--- src/rtl/rr_arb8_pkg.sv ---
// Shared types and constants for the eight-way round-robin arbiter.
// Optional hold-time limit is enabled by defining ARB_TIMEOUT_EN.
package rr_arb8_pkg;

    localparam int unsigned N_REQ = 8;
    localparam int unsigned IDX_W = 3;

    typedef enum logic [1:0] {
        StIdle,
        StBusy,
        StGap
    } arb_state_e;

    // Rotate right by s: result bit j is v[(j + s) mod N_REQ].
    function automatic logic [N_REQ-1:0] rot_right(input logic [N_REQ-1:0] v,
                                                   input logic [IDX_W-1:0] s);
        logic [2*N_REQ-1:0] w_dbl;
        w_dbl = {v, v};
        return w_dbl[{1'b0, s} +: N_REQ];
    endfunction

endpackage

--- src/rtl/rr_arb8_prio_enc8.sv ---
// Combinational 8-to-3 priority encoder; the highest asserted index wins.
module prio_enc8
    import rr_arb8_pkg::*;
(
    input  logic [N_REQ-1:0] i_req,
    output logic [IDX_W-1:0] o_idx,
    output logic             o_valid
);

    always_comb begin
        o_idx   = '0;
        o_valid = 1'b0;
        for (int i = 0; i < N_REQ; i++) begin
            if (i_req[i]) begin
                o_idx   = IDX_W'(i);
                o_valid = 1'b1;
            end
        end
    end

endmodule

--- src/rtl/rr_arb8.sv ---
// Round-robin arbiter for eight requesters with registered one-hot grant and index.
// Define ARB_TIMEOUT_EN to revoke grants held for MAX_HOLD cycles.
module rr_arb8
    import rr_arb8_pkg::*;
#(
    parameter int unsigned MAX_HOLD = 16
) (
    input  logic             i_clk,
    input  logic             i_rst_n,
    input  logic             i_en,
    input  logic [N_REQ-1:0] i_req,
    output logic [N_REQ-1:0] o_gnt,
    output logic [IDX_W-1:0] o_gnt_idx,
    output logic             o_gnt_valid,
    output logic             o_timeout
);

    if (MAX_HOLD < 2 || MAX_HOLD > 255) begin : g_bad_max_hold
        $error("rr_arb8: MAX_HOLD must be within 2..255");
    end

    arb_state_e       r_state;
    logic [N_REQ-1:0] r_gnt;
    logic [IDX_W-1:0] r_gnt_idx;
    logic             r_gnt_valid;
    logic [IDX_W-1:0] r_last;

    logic [N_REQ-1:0] w_rot;
    logic [IDX_W-1:0] w_enc_idx;
    logic             w_enc_valid;
    logic [IDX_W-1:0] w_win;

    // Rotating so that req[last-1] lands on the top bit turns fixed priority into round-robin.
    assign w_rot = rot_right(i_req, r_last);

    prio_enc8 u_enc (
        .i_req   (w_rot),
        .o_idx   (w_enc_idx),
        .o_valid (w_enc_valid)
    );

    assign w_win = w_enc_idx + r_last;

`ifdef ARB_TIMEOUT_EN
    localparam logic [7:0] HoldLast = 8'(MAX_HOLD - 1);
    logic [7:0] r_hold_cnt;
    logic       r_timeout;
`endif

    always_ff @(posedge i_clk or negedge i_rst_n) begin
        if (!i_rst_n) begin
            r_state     <= StIdle;
            r_gnt       <= '0;
            r_gnt_idx   <= '0;
            r_gnt_valid <= 1'b0;
            r_last      <= '0;
`ifdef ARB_TIMEOUT_EN
            r_hold_cnt  <= '0;
            r_timeout   <= 1'b0;
`endif
        end else begin
`ifdef ARB_TIMEOUT_EN
            r_timeout <= 1'b0;
`endif
            case (r_state)
                StIdle: begin
                    if (i_en && w_enc_valid) begin
                        r_gnt       <= N_REQ'(1) << w_win;
                        r_gnt_idx   <= w_win;
                        r_gnt_valid <= 1'b1;
                        r_last      <= w_win;
                        r_state     <= StBusy;
`ifdef ARB_TIMEOUT_EN
                        r_hold_cnt  <= '0;
`endif
                    end
                end
                StBusy: begin
                    if (!i_en || !i_req[r_gnt_idx]) begin
                        r_gnt       <= '0;
                        r_gnt_valid <= 1'b0;
                        r_state     <= StGap;
                    end
`ifdef ARB_TIMEOUT_EN
                    else if (r_hold_cnt == HoldLast) begin
                        r_gnt       <= '0;
                        r_gnt_valid <= 1'b0;
                        r_timeout   <= 1'b1;
                        r_state     <= StGap;
                    end else begin
                        r_hold_cnt <= r_hold_cnt + 8'd1;
                    end
`endif
                end
                StGap: begin
                    r_state <= StIdle;
                end
                default: begin
                    r_state <= StIdle;
                end
            endcase
        end
    end

    assign o_gnt       = r_gnt;
    assign o_gnt_idx   = r_gnt_idx;
    assign o_gnt_valid = r_gnt_valid;
`ifdef ARB_TIMEOUT_EN
    assign o_timeout   = r_timeout;
`else
    assign o_timeout   = 1'b0;
`endif

endmodule

--- config.mk ---
export PLATFORM = sky130hd
export DESIGN_NAME = rr_arb8
export DESIGN_NICKNAME = d
export VERILOG_FILES = /design/src/rtl/rr_arb8_pkg.sv /design/src/rtl/rr_arb8_prio_enc8.sv /design/src/rtl/rr_arb8.sv
export SDC_FILE = /design/constraint.sdc
export NUM_CORES = 1
export LEC_CHECK = 0
export ABC_AREA = 1
export CORE_MARGIN = 5
export CORE_UTILIZATION = 54
export CTS_CLUSTER_SIZE = 24
export DETAILED_ROUTE_END_ITERATION = 7
export PLACE_DENSITY_LB_ADDON = 0.12
export SLEW_MARGIN = 20
export SYNTH_ARGS = -nofsm -noshare
export SYNTH_HDL_FRONTEND = slang
export SYNTH_SLANG_ARGS = --single-unit
--- constraint.sdc ---
create_clock -name i_clk -period 6.01 [get_ports i_clk]
set_input_delay 0.9015 -clock i_clk [delete_from_list [all_inputs] [get_ports i_clk]]
set_output_delay 0.9015 -clock i_clk [all_outputs]
set_load 0.01 [all_outputs]
==> impl_metrics.ini, run 1 <==
[route]
dr_total_vias = 1027
ant_nets = 0
drtIter0Drc = 9
drt-total-wl_um = 2450
viasPerCell = 5.16
drt_first_pass_iters = 4
wire_per_inst_um = 12.3
drcViolationCount = 0

[global_route]
grt_use_met1_pct = 18.6
grt_pass1_wl_um = 4330
grtUsageTotal_pct = 17.0
gr-usage-met3_pct = 2.56
grt_max_degree = 17
grt_pass1_vias = 1028
grt_overflow = 0
grt.busiest_layer = met2
met2_usage_pct = 31.8
antenna_found_initial = 0

[sta]
setup_viol = 0
drv_slew = 0
slew_headroom_pct = 59.9
grt_setup_unrepaired = false
hold_ws_ps = 484
final.period_utilization_pct = 53.7
fin_skew_ps = 5.02
period_minus_slack_ps = 3230
setup_tns_ps = 0
hold_viol = 0
timing.fmax_mhz = 310
worst_pin_slew_ps = 600

[setup_path]
cp.arrival_ps = 3390
crit_required_ps = 6170
ff2ff_setup_slack_ps = 3200
path_class = in2reg
cp_max_fo = 5
cp-start-kind = primary input
end_kind = register

[cts]
clockBufferDepth = 2
cts.repair.resized = 0
cts_tree = yes
cts.sinks = 14
cts_buffers = 3
worstSkewPairLatency_ps = 270
post_cts_buffers = 0
cts.clk_slew.worst_paths_ps = 70
clockRootBuffer = clkbuf_4
htree_levels = 1
cts_hold_buf = 0

[pwr]
powerDensity_nw_per_um2 = 642
irDropWorstVdd_mv = 0.453
leakage_nw = 0.661

[job]
maxCapViolCount = 0

[die]
die_area_um2 = 3060
die_w_um = 55.3
core_um2 = 1960
initial_utilization_pct = 56.5
num_io_pins = 24
die_h_um = 55.3
rows = 16

[yosys]
syn_nets = 165
synthSimpleGateAreaFrac_pct = 50.1
ys_seq_area_share_pct = 31.6
synth-xor-area-share_pct = 0.790
yosys_warnings = 0
ys_types = 25
synthMuxAreaShare_pct = 0
synthAdderAreaFrac_pct = 2.93
ys_ff_latch = 14
synth_top_family_by_area = simple AND/OR/NAND/NOR gates
synth_compound_area_share_pct = 4.97
postSynthAreaPerCell_um2 = 7.29
syn-instance-count = 152
synth_area_um2 = 1110

[run_status]
outcome = complete, no violations

[layout]
fin_nets = 187
final_area_um2 = 1340
syn_to_final_growth_pct = 20.8
antenna_cells = 0
drive_gt1_share_pct = 18.0

[place]
routabilityCongestion = 0.836
post_dp_cell_area_um2 = 1320
dp_hpwl_um = 1980
port_buffers = 22

[min_path]
hold_path_class = reg2reg
-- cells by family after synthesis --
family,count (synthesis)
AOI/OAI and AO/OA,7
xor gates and xnor gates,1
adders and majority gates,2
buffers and inverters,18
DFF,14
other,1
and+or+nand+nor,109
-- cell usage after synthesis --
master	number	area (um^2)
a31oi_1	1	6.26
buf_2	1	5.00
buf_4	1	7.51
buf_6	3	33.8
conb_1	1	3.75
dfrtp_1	14	350
fa_1	1	20.0
ha_1	1	12.5
inv_1	11	41.3
inv_4	1	6.26
inv_6	1	8.76
nand2_1	32	120
nand2_2	15	93.8
nand3_1	43	215
nand3_2	6	60.1
nor2_1	7	26.3
nor2_2	3	18.8
nor2_4	1	11.3
nor3_1	2	10.0
o21ai_0	2	10.0
o21ai_1	1	5.00
o21bai_1	1	7.51
o21bai_4	1	18.8
o31ai_1	1	7.51
xor2_1	1	8.76
-- critical path: stages --
cell and delay [ps]:
clkdlybuf4s50_1 500, nand2_1 80, nand3_1 140, nand3_1 90, nand2_1 100, a31oi_1 80
o21bai_1 120, nand2_1 60, nand2_1 60, ha_1 150, inv_1 50, fa_1 360
xor2_1 160, inv_1 70, nand3_1 80, nand2_2 120, inv_1 100, nand3_1 90
nand2_1 50
-- path summary, 6_finish.rpt --
path | startpoint | endpoint | cells past startpoint
worst max register to register | r_last[0] | o_gnt[1] | 18
worst max-delay path | i_req[4] | o_gnt[1] | 19
max in group asynchronous | i_rst_n | o_gnt[6] | 1
min in group asynchronous | i_rst_n | o_gnt_valid | 1
worst min register to register | r_state[1] | r_state[0] | 1
worst min-delay path | r_state[1] | r_state[0] | 1
-- per-stage QoR --
stage,utilization (%),setup WS [ps],cells,power (mW)
CTS,68.2,2780,199,0.867
global placement,67.1,2590,196,0.795
detailed placement,67.1,2510,196,0.812
floorplan,-,3310,152,0.680
global route,68.2,2560,199,0.959
finish,68.2,2780,199,0.859
-- per-layer routing --
metal | up-vias | routed length, um
li1 | 540 | -
met1 | 460 | 1060
met2 | 21 | 1270
met3 | 6 | 60
met4 | 0 | 60
met5 | - | 0
-- state kept, by name, indices dropped and copies added (netlist names) --
signal and count:
o_gnt_valid 1, r_last 3, r_state 2, o_gnt 8
-- placed cells by master (no fill, tap or decap), drive strengths merged --
master	count
dfrtp	14
fa	1
nand3	49
o31ai	1
xor2	1
o21bai	2
nor2	11
nand2	47
inv	13
nor3	2
clkdlybuf4s50	22
o21ai	3
conb	1
clkbuf	3
a31oi	1
ha	1
-- layout make-up --
cell class | instances | area [um^2]
flip-flops and latches | 14 | 350
fillers | 192 | 623
multi-input cells | 120 | 656
clock buffers | 3 | 22.5
well taps | 27 | 33.8
repair buffers | 22 | 220
inverters | 13 | 56.3
-- power by group --
| part | internal, mW | switching, mW | leakage [nW] |
|---|---|---|---|
| clock | 0.0232 | 0.0260 | 0.0138 |
| sequential | 0.127 | 0.0500 | 0.183 |
| combinational | 0.236 | 0.396 | 0.465 |
Power figures use the tool's default switching activity.
==> inputs of run 2 (changes only) <==
- CORE_UTILIZATION: 54 -> 45
- clock period: 6.01 -> 2.7 ns (I/O delays scaled with it)
==> impl_metrics.ini, run 2 (synthesized netlist as in run 1, its figures left out) <==
[die]
die_w_um = 59.6
die_h_um = 59.6
rows = 18
initial_utilization_pct = 46.0
num_io_pins = 24
die_area_um2 = 3560
core_um2 = 2410

[pwr]
switching_share_pct = 51.5
switching_power_mw = 1.28
powerDensity_nw_per_um2 = 1500
p_total_mw = 2.48
leakage_nw = 0.870
pwr-share-comb_pct = 81.6
clkPwrFrac_pct = 4.8
irDropWorstVdd_mv = 1.02
sequentialPowerShare_pct = 13.6
internal_power_mw = 1.20

[setup_path]
cpMaxStageDelayCell = dfrtp_2
path_cells = buf_12 > clkinv_8 > nand2_4 > nand3_2 > nand3_1 > nand2_1 > a31oi_1 > o21bai_1 > nand2_1 > nand2_1 > ha_2 > inv_1 > fa_2 > xor2_2 > inv_1 > nand3_2 > nand2_4 > inv_4 > nand3_1 > nand2_1
end_kind = register
cpPeakStageDelay_ps = 430
cp.arrival_ps = 2750
cp_max_fo = 8
crit_top_cell = nand2_1
ff2ff_setup_slack_ps = 120
path_class = reg2reg
crit_required_ps = 2870
cp-start-kind = register

[cts]
htree_levels = 1
worstSkewPairLatency_ps = 280
cts.clk_slew.worst_paths_ps = 80
cts_hold_buf = 0
cts_tree = yes
clockBufferDepth = 2
cts_buffers = 3
clockRootBuffer = clkbuf_4
cts.sinks = 14

[layout]
fin_nets = 204
final_common_cell = nand3_1
mostFrequentLayoutCells = 29 x nand3_1, 27 x nand2_1, 19 x nand3_2
largest_reg_flops = 8
instances_no_fill = 219
syn_to_final_growth_pct = 49.2
final.fill_count = 209
antenna_cells = 0
drive_gt1_share_pct = 38.1

[global_route]
grt_overflow = 0
grt_max_degree = 17
grtUsageTotal_pct = 16.2
grt_pass1_vias = 1113
grt_pass1_wl_um = 4440
antenna_found_initial = 0

[route]
drt-total-wl_um = 2930
viasPerCell = 5.09
wire_per_inst_um = 13.4
drtIter0Drc = 67
ant_nets = 0
drcViolationCount = 0
dr_total_vias = 1115
drt_first_pass_iters = 4

[place]
dp_worst_setup_slack_ps = -344
dp_hpwl_um = 2090
dpl.cell_count = 213
routabilityCongestion = 0.964
port_buffers = 22

[sta]
slew_headroom_pct = 59.6
drv_slew = 0
setup_tns_ps = 0
timing.fmax_mhz = 387
final.period_utilization_pct = 95.6
hold_ws_ps = 490
fin_ws_ps = 119
setup_viol = 0
fin_skew_ps = 2.03
period_minus_slack_ps = 2580
worst_pin_slew_ps = 604
hold_viol = 0

[job]
maxCapViolCount = 0

[min_path]
hold_path_class = reg2reg

[run_status]
outcome = complete, no violations
[run 2: cell count changes in the layout (fill, tap and decap cells not counted), sizes merged]
cell and change:
inv -1, dlymetal6s2s +8, buf +17, clkdlybuf4s50 -8
clkinv +1
[run 2: worst max-delay path: cells and delay by family (launching register included)]
kind,cells,cell delay [ps]
compound gates,2,180
xor+xnor,1,160
fa+ha+maj,2,510
buf+inv,5,410
simple gates,10,770
flops,1,430
[run 2: metal layers]
metal  global-route usage (%)  wire length (um)
met5                        0                 0
met4                     10.8               114
met3                     1.96                97
met2                     29.6              1480
met1                     17.2              1230
[run 2: layout make-up]
type,count,area (um^2),area share [%]
inverters,13,66.3,4.01
well taps,30,37.5,2.27
clock buffers,3,22.5,1.36
multi-input cells,120,783,47.4
flip-flops and latches,14,352,21.3
repair buffers,39,393,23.8
[run 2: power by group through the flow]
stage	Combinational, mW	Sequential, mW	Clock [mW]
finish	2.02	0.338	0.118
global route	2.24	0.348	0.127
CTS	1.72	0.357	0.119
detailed placement	1.70	0.358	0
global placement	1.66	0.355	0
floorplan	1.16	0.353	0
[run 2: final timing paths]
kind / start / cells after the start / endpoint
worst max-delay path: r_last[0] / 20 / o_gnt[3]
worst min-delay path: o_gnt_valid / 2 / o_gnt_valid
worst max register to register: r_last[0] / 20 / o_gnt[3]
worst min register to register: o_gnt_valid / 2 / o_gnt_valid
max in group asynchronous: i_rst_n / 1 / r_last[0]
min in group asynchronous: i_rst_n / 1 / o_gnt_valid
[run 2: per-stage QoR]
step | utilization [%] | cell area [um^2]
finish | 68.6 | 1650
global route | 68.6 | 1650
CTS | 60.6 | 1460
detailed placement | 59.7 | 1440
global placement | 59.7 | 1440
floorplan | - | 1110
[run 2: what timing repair did]
action	4_1_cts	5_1_grt
endpoints found under the hold margin	0	0
cloned	0	0
pin swaps	0	3
endpoints found under the setup margin	5	9
resized for setup	2	41
setup buffers	0	3
==> inputs of run 3 (changes only) <==
- GPL_ROUTABILITY_DRIVEN: not set -> 0
- HOLD_SLACK_MARGIN: not set -> 0.06
==> results of run 3 <==
The final DEF is identical to that of run 2; final timing and power are the same.
